[config.mk]
export PLATFORM = sky130hd
export DESIGN_NAME = inv_shift_rows_seq
export DESIGN_NICKNAME = d
export VERILOG_FILES = /design/src/rtl/aes_pkg.sv /design/src/rtl/inv_shift_rows_seq_row_rotate.sv /design/src/rtl/inv_shift_rows_seq.sv
export SDC_FILE = /design/constraint.sdc
export NUM_CORES = 1
export LEC_CHECK = 0
export BUFFER_PORTS_ARGS = -buffer_cell sky130_fd_sc_hd__buf_2
export CAP_MARGIN = 25
export CELL_PAD_IN_SITES_DETAIL_PLACEMENT = 0
export CELL_PAD_IN_SITES_GLOBAL_PLACEMENT = 2
export CORE_UTILIZATION = 37
export DETAILED_ROUTE_END_ITERATION = 10
export PLACE_DENSITY = 0.88
export SLEW_MARGIN = 0
export SYNTH_ARGS = -nofsm -noshare
export SYNTH_HDL_FRONTEND = slang
export SYNTH_HIERARCHICAL = 1
export SYNTH_SLANG_ARGS = --single-unit
[constraint.sdc]
create_clock -name clk -period 3 [get_ports clk]
set_input_delay 0.9 -clock clk [delete_from_list [all_inputs] [get_ports clk]]
set_output_delay 0.9 -clock clk [all_outputs]
set_load 0.03 [all_outputs]
[src/rtl/aes_pkg.sv]
// Shared AES row-serial datapath types and constants.
// Row geometry and per-row rotation amounts for the (Inv)ShiftRows stage.
package aes_pkg;

  localparam int ROW_W    = 32;
  localparam int BYTE_W   = 8;
  localparam int NUM_ROWS = 4;
  localparam int IDX_W    = $clog2(NUM_ROWS);

  typedef logic [ROW_W-1:0] row_t;
  typedef logic [IDX_W-1:0] row_idx_t;

  typedef struct packed {
    row_t r0;
    row_t r1;
    row_t r2;
    row_t r3;
  } aes_state_t;

  // Row r rotates by r bytes: 0, 8, 16, 24 bits.
  function automatic int rot_amt(input int row);
    return row * BYTE_W;
  endfunction

endpackage

[src/rtl/inv_shift_rows_seq_row_rotate.sv]
// Combinational byte rotation of one state row.
// RIGHT=1 rotates towards the LSB (decrypt), RIGHT=0 towards the MSB.
module row_rotate
  import aes_pkg::*;
#(
  parameter int AMT   = 8,
  parameter bit RIGHT = 1'b1
) (
  input  logic [ROW_W-1:0] row_in,
  output logic [ROW_W-1:0] row_out
);

  // A left rotate by N equals a right rotate by ROW_W-N.
  localparam int SH = RIGHT ? AMT : (ROW_W - AMT);

  logic [2*ROW_W-1:0] dbl;

  assign dbl     = {row_in, row_in};
  assign row_out = ROW_W'(dbl >> SH);

endmodule

[src/rtl/inv_shift_rows_seq.sv]
// Row-serial (Inv)ShiftRows stage: collects four rows, un-rotates them
// and holds the full state on a valid/ready output register.
module inv_shift_rows_seq
  import aes_pkg::*;
#(
  parameter bit INVERSE = 1'b1
) (
  input  logic             clk,
  input  logic             reset,
  input  logic             flush,
  input  logic [ROW_W-1:0] row_in,
  input  logic             row_valid,
  output logic             row_ready,
  output logic [ROW_W-1:0] state0_out,
  output logic [ROW_W-1:0] state1_out,
  output logic [ROW_W-1:0] state2_out,
  output logic [ROW_W-1:0] state3_out,
  output logic             out_valid,
  input  logic             out_ready,
  output logic             busy
);

  localparam row_idx_t LAST = row_idx_t'(NUM_ROWS - 1);
  localparam row_idx_t ONE  = row_idx_t'(1);

  row_idx_t   row_cnt;
  row_idx_t   row_cnt_nxt;
  row_t       slot [NUM_ROWS-1];
  row_t       raw  [NUM_ROWS];
  row_t       rot  [NUM_ROWS];
  aes_state_t st_nxt;

  logic last_row;
  logic in_fire;
  logic load;
  logic out_fire;

  assign last_row = (row_cnt == LAST);
  // Only the final row can stall, and only behind a held output.
  assign row_ready = !last_row || !out_valid || out_ready;
  assign in_fire   = row_valid && row_ready && !flush;
  assign load      = in_fire && last_row;
  assign out_fire  = out_valid && out_ready;
  assign busy      = (row_cnt != '0);

  always_ff @(posedge clk) begin
    if (reset) begin
      row_cnt <= '0;
    end else begin
      row_cnt <= row_cnt_nxt;
    end
  end

  always_comb begin
    row_cnt_nxt = row_cnt;
    unique case (1'b1)
      flush:   row_cnt_nxt = '0;
      in_fire: row_cnt_nxt = row_cnt + ONE;
      default: row_cnt_nxt = row_cnt;
    endcase
  end

  always_ff @(posedge clk) begin
    if (reset) begin
      for (int i = 0; i < NUM_ROWS - 1; i++) begin
        slot[i] <= '0;
      end
    end else begin
      for (int i = 0; i < NUM_ROWS - 1; i++) begin
        if (in_fire && row_cnt == row_idx_t'(i)) begin
          slot[i] <= row_in;
        end
      end
    end
  end

  always_comb begin
    for (int i = 0; i < NUM_ROWS - 1; i++) begin
      raw[i] = slot[i];
    end
    raw[NUM_ROWS-1] = row_in;
  end

  assign rot[0] = raw[0];

  for (genvar g = 1; g < NUM_ROWS; g++) begin : g_rot
    row_rotate #(
      .AMT   (rot_amt(g)),
      .RIGHT (INVERSE)
    ) u_rot (
      .row_in  (raw[g]),
      .row_out (rot[g])
    );
  end

  always_comb begin
    st_nxt.r0 = rot[0];
    st_nxt.r1 = rot[1];
    st_nxt.r2 = rot[2];
    st_nxt.r3 = rot[3];
  end

  // A load in the same cycle as an output beat keeps out_valid high.
  always_ff @(posedge clk) begin
    if (reset) begin
      state0_out <= '0;
      state1_out <= '0;
      state2_out <= '0;
      state3_out <= '0;
      out_valid  <= 1'b0;
    end else if (load) begin
      state0_out <= st_nxt.r0;
      state1_out <= st_nxt.r1;
      state2_out <= st_nxt.r2;
      state3_out <= st_nxt.r3;
      out_valid  <= 1'b1;
    end else if (out_fire) begin
      out_valid  <= 1'b0;
    end
  end

endmodule

# == After elaboration in Yosys (flattened, before gate mapping) ==
# Memory sizes are Yosys's and may differ from the RTL's. A register that Yosys moved wholly into a read port is not among the register bits.
# Index checks and enable logic that the tools add are counted.
# classes
n_addsub,1
eq_ne,3
muxes,17
bitwise,3
n_reduce_logical,16
# ops
operator,n
$mux W32,3
$mux W1,13
$logic_and A1 B1 Y1,7
$reduce_bool A2 Y1,3
$eq A2 B2 Y1 const B,2
$pmux W2 S2,1
$logic_not A1 Y1,3
$or A1 B1 Y1,3
$add A2 B1 Y2 const B,1
$eq A2 B1 Y1 const B,1
$logic_not A2 Y1,1
$logic_or A1 B1 Y1,2
# totals
register_bits,35
mem_bits_rw,96
in_bits,37
out_inout_bits,131
n_memories,1
# memory_table
name,depth,word_bits,rd,rd_ports_with_merged_regs,write_ports,line,source
slot,3,32,3,3,3,inv_shift_rows_seq.sv:28,row_t slot [NUM_ROWS-1];

# == Longest topological paths before layout ==
# logic_depth
depth_word,11
depth_mapped,6

# == By module ==
# The synthesis kept the hierarchy.
# modules_own_cells
module,instances,cells_each,area_per_inst_um2,seq_area_each_um2
inv_shift_rows_seq,1,716,9067.4,5505.3
row_rotate,3,32,240.2,0.0

# == Worst setup path after synthesis ==
# No wires, ideal clock.
# synth_path
path_type,input port to flip-flop
from,input port reset
to,memory slot[0][0] (netlist name) (enable)
setup_time_ns,0.388
arrival_time_ns,2.172
required_time_ns,2.612
path_slack_ns,0.440
cell_stages,4
path_buffers,3
cell_sequence,buf_2 -> buf_2 -> clkbuf_1 -> a21o_1
# synth_lines
item,line,source
start: declaration,inv_shift_rows_seq.sv:9,"input logic reset,"
end: declaration,inv_shift_rows_seq.sv:28,

# == Worst setup path after layout ==
# layout_path
from,input port out_ready
to,output port row_ready
# layout_via
elab_chain_len,1
# layout_rtl
item,line,source
start: declaration,inv_shift_rows_seq.sv:19,"input logic out_ready,"
$logic_or A1 B1 Y1,inv_shift_rows_seq.sv:40,assign row_ready = !last_row || !out_valid || out_ready;
end: declaration,inv_shift_rows_seq.sv:13,"output logic row_ready,"
# Every way passes these cells.

==> run metrics <==
vias in the first global route=roughly 5300; core region area=26000 um^2; Sw Ratio=a little over a fifth; latest clock arrival within the worst-skew pair=between 0.5 and 0.6 ns; hold depth=2; HPWL Detailed=approximately 13000 um; RD Place Congestion=roughly 0.77; Post-Syn Nets=about 850; Die H=about 160 um; crit path max fanout=5; post-CTS sizing=0; pwr/cell area=slightly below 600 nW/um^2; fill count=2504; reg2reg setup slack=between 1 and 1.5 ns; reg2reg end=slot[2][7]; Top Ports=around 170; row count=59; # hold bufs at CTS=0; static leakage=approximately 4.3 nW; Nets=between 900 and 1000; post-synthesis compound-gate area fraction=less than 1%; Yosys Warn Count=6; first-pass GRT wire length=roughly 30000 um; Clock Tree Buf Depth=3; Max H-tree Level=1; fraction of layout cells with a size suffix above 1=between 20% and 30%; Post-Synth Simple-Gate Area=19.2%; crit path time final=~2.5 ns; ANT nets after route=0; Chip Width=165 um; Logic pwr share=under 10%; Seq/Total Area, Yosys=between 50% and 60%; Area growth syn-to-layout=12.7%; Worst Path Buf+Inv=3; post-synthesis xor/xnor area fraction=0%; Synth top area share=between 20% and 30%; Worst Hold Class=flip-flop to flip-flop; pin count of the biggest net entering global routing=77; clock power share=a little under half; Period Utilization, post-route=between 80% and 90%; final cell count without fillers=roughly 1200; Critical Path RT=roughly 2.1 ns; mux contribution to synthesized area=between 10% and 20%; FF-to-FF path depth=6; DR vias/cell=about 4.4; gr ovfl total=0; Worst-Margin Slew=roughly 0.53 ns; CP dominant cell by count=buf_2; Synth Register Bits=~230; Hold Path Sink=state3_out[22]; CTS Root Buffer Type=clkbuf_16; Largest stage delay, worst path=roughly 0.32 ns; Synth Area in Adders=0.511%; FMAX=just over 0.4 GHz; Final Hold Viols=0; Post-Synthesis Cells=between 800 and 900; unrepaired setup endpoints after global routing=false; drc violations=0; Top delay family on crit path=buffers and inverters; Routed Wire Length=19800 um; Max Slew Vio Count=0; Crit-path slowest cell=and3b_4; worst r2r src=row_cnt[0]; number of port buffers=167; critical path, cell by cell=buf_2 > and3b_4 > inv_1 > buf_2; drt first pass iters=6; Post-Syn Area=about 10000 um^2; Setup crit start=out_ready; peak supply drop=about 0.34 mV; via count=~5400; CTS tree=built; drt initial violations=about 340; Avg WL per Cell=16.1 um; cts bufs inserted=25; net load switching power=1.37 mW; Initial Util=approximately 38%; final-report setup violation count=0; post-CTS setup buffer count=0; Crit path arrival time=approximately 1.6 ns; placed insts=1185; top cell type by total area after synthesis=edfxtp_1; Avg Inst Size Synth=12.1 um^2; Hold Crit Start=state3_out[22]; Worst Setup End Kind=output port; crit path launch type=input pin; clock slew at reported path FFs=roughly 0.060 ns; Layout Skew=0.0120 ns; Rel. slew slack=64.5%; Power Internal=5.16 mW; clock sink total=227; ranking of synthesized cells by area=edfxtp_1 29%, dfxtp_1 27%, nand2b_1 16%; main combinational cell family by area after synthesis=simple AND/OR/NAND/NOR gates; DIE AREA=roughly 27000 um^2; Crit Path Category=input pin to output port; TNS Setup=0 ns; Yosys cell types=23; sequential share of power=around half; antenna violations before repair=0; n_diodes=0; status=completed; GRT Util Overall=between 10 and 15%; Max-cap violations=0
==> how the worst max path moves through the flow <==
stage / endpoint / depth (start not counted)
global placement: slot[0][18] / 4
detailed placement: slot[0][15] / 4
finish: row_ready / 4
global route: row_ready / 4
CTS: row_ready / 4
floorplan: slot[0][0] / 4
==> metal layers <==
layer	up-vias	share of wire (%)	track usage (%)
met5	-	0	0
met2	133	44	22.7
met3	27	5.7	2.84
met1	2563	49	20.7
li1	2695	-	-
met4	0	1.7	3.79
==> Yosys cell counts <==
library cell,count
nand2b_1,257
dfxtp_1,131
mux2i_1,128
buf_4,98
edfxtp_1,96
and2_1,32
clkbuf_1,26
buf_6,12
inv_1,5
ha_1,4
a21o_1,3
buf_2,3
clkbuf_2,3
a21boi_0,2
nand3_1,2
nor3_1,2
o21ai_0,2
a21oi_1,1
and3b_4,1
nand3b_1,1
nor2_1,1
nor2b_1,1
nor4b_4,1
==> worst min-delay path: stages, from the launching register on <==
cell and delay (ns):
dfxtp_1 0.31, nand2b_1 0.06, mux2i_1 0.06
==> cells in the final DEF (no fill, tap or decap), drive strengths merged <==
master	Yosys	routed
a21boi	2	2
a21o	3	3
a21oi	1	1
and2	32	32
and3b	1	1
buf	113	180
bufinv	0	2
clkbuf	29	31
clkinv	0	12
dfxtp	131	131
edfxtp	96	96
ha	4	4
inv	5	5
mux2i	128	128
nand2b	257	257
nand3	2	2
nand3b	1	1
nor2	1	1
nor2b	1	1
nor3	2	2
nor4b	1	1
o21ai	2	2
==> cell families after synthesis <==
group / count (synthesis)
fa+ha+maj: 4
compound gates: 8
buf+inv: 147
mux: 128
flops: 227
simple gates: 298
==> metrics by stage <==
stage | cell area [um^2] | util [%] | worst slack, ns | hold slack (ns) | total power [mW]
2_1_floorplan | 9790 | - | 0.440 | 0.490 | 3.64
3_3_place_gp | 10200 | 39.4 | 0.510 | 0.455 | 3.66
3_5_place_dp | 10200 | 39.4 | 0.471 | 0.457 | 3.66
4_1_cts | 11000 | 42.4 | 0.518 | 0.472 | 6.62
5_1_grt | 11000 | 42.4 | 0.470 | 0.486 | 6.76
6_report | 11000 | 42.4 | 0.526 | 0.470 | 6.53
==> final cells by class <==
cell class / instances / area, um^2 / share of cell area (%)
clock buffers: 31 / 668 / 6.06
clock inverters: 14 / 115 / 1.04
inverters: 5 / 18.8 / 0.170
multi-input cells: 438 / 3280 / 29.7
flip-flops and latches: 227 / 5510 / 49.9
well taps: 335 / 419 / 3.80
repair buffers: 180 / 1030 / 9.31
==> power by group through the flow <==
stage	Clock (mW)	Sequential, mW	Combinational [mW]
4_1_cts	3.03	3.33	0.266
6_report	2.94	3.33	0.259
3_3_place_gp	0	3.39	0.262
3_5_place_dp	0	3.39	0.265
5_1_grt	3.14	3.33	0.288
2_1_floorplan	0	3.38	0.254
==> flip-flops by register name, summed over array words and instances, names as in the netlist <==
signal and cells:
slot 96, state0_out 32, state1_out 32, state2_out 32, state3_out 32, row_cnt 2, out_valid 1
No activity file was read; power rests on OpenSTA's default activity.
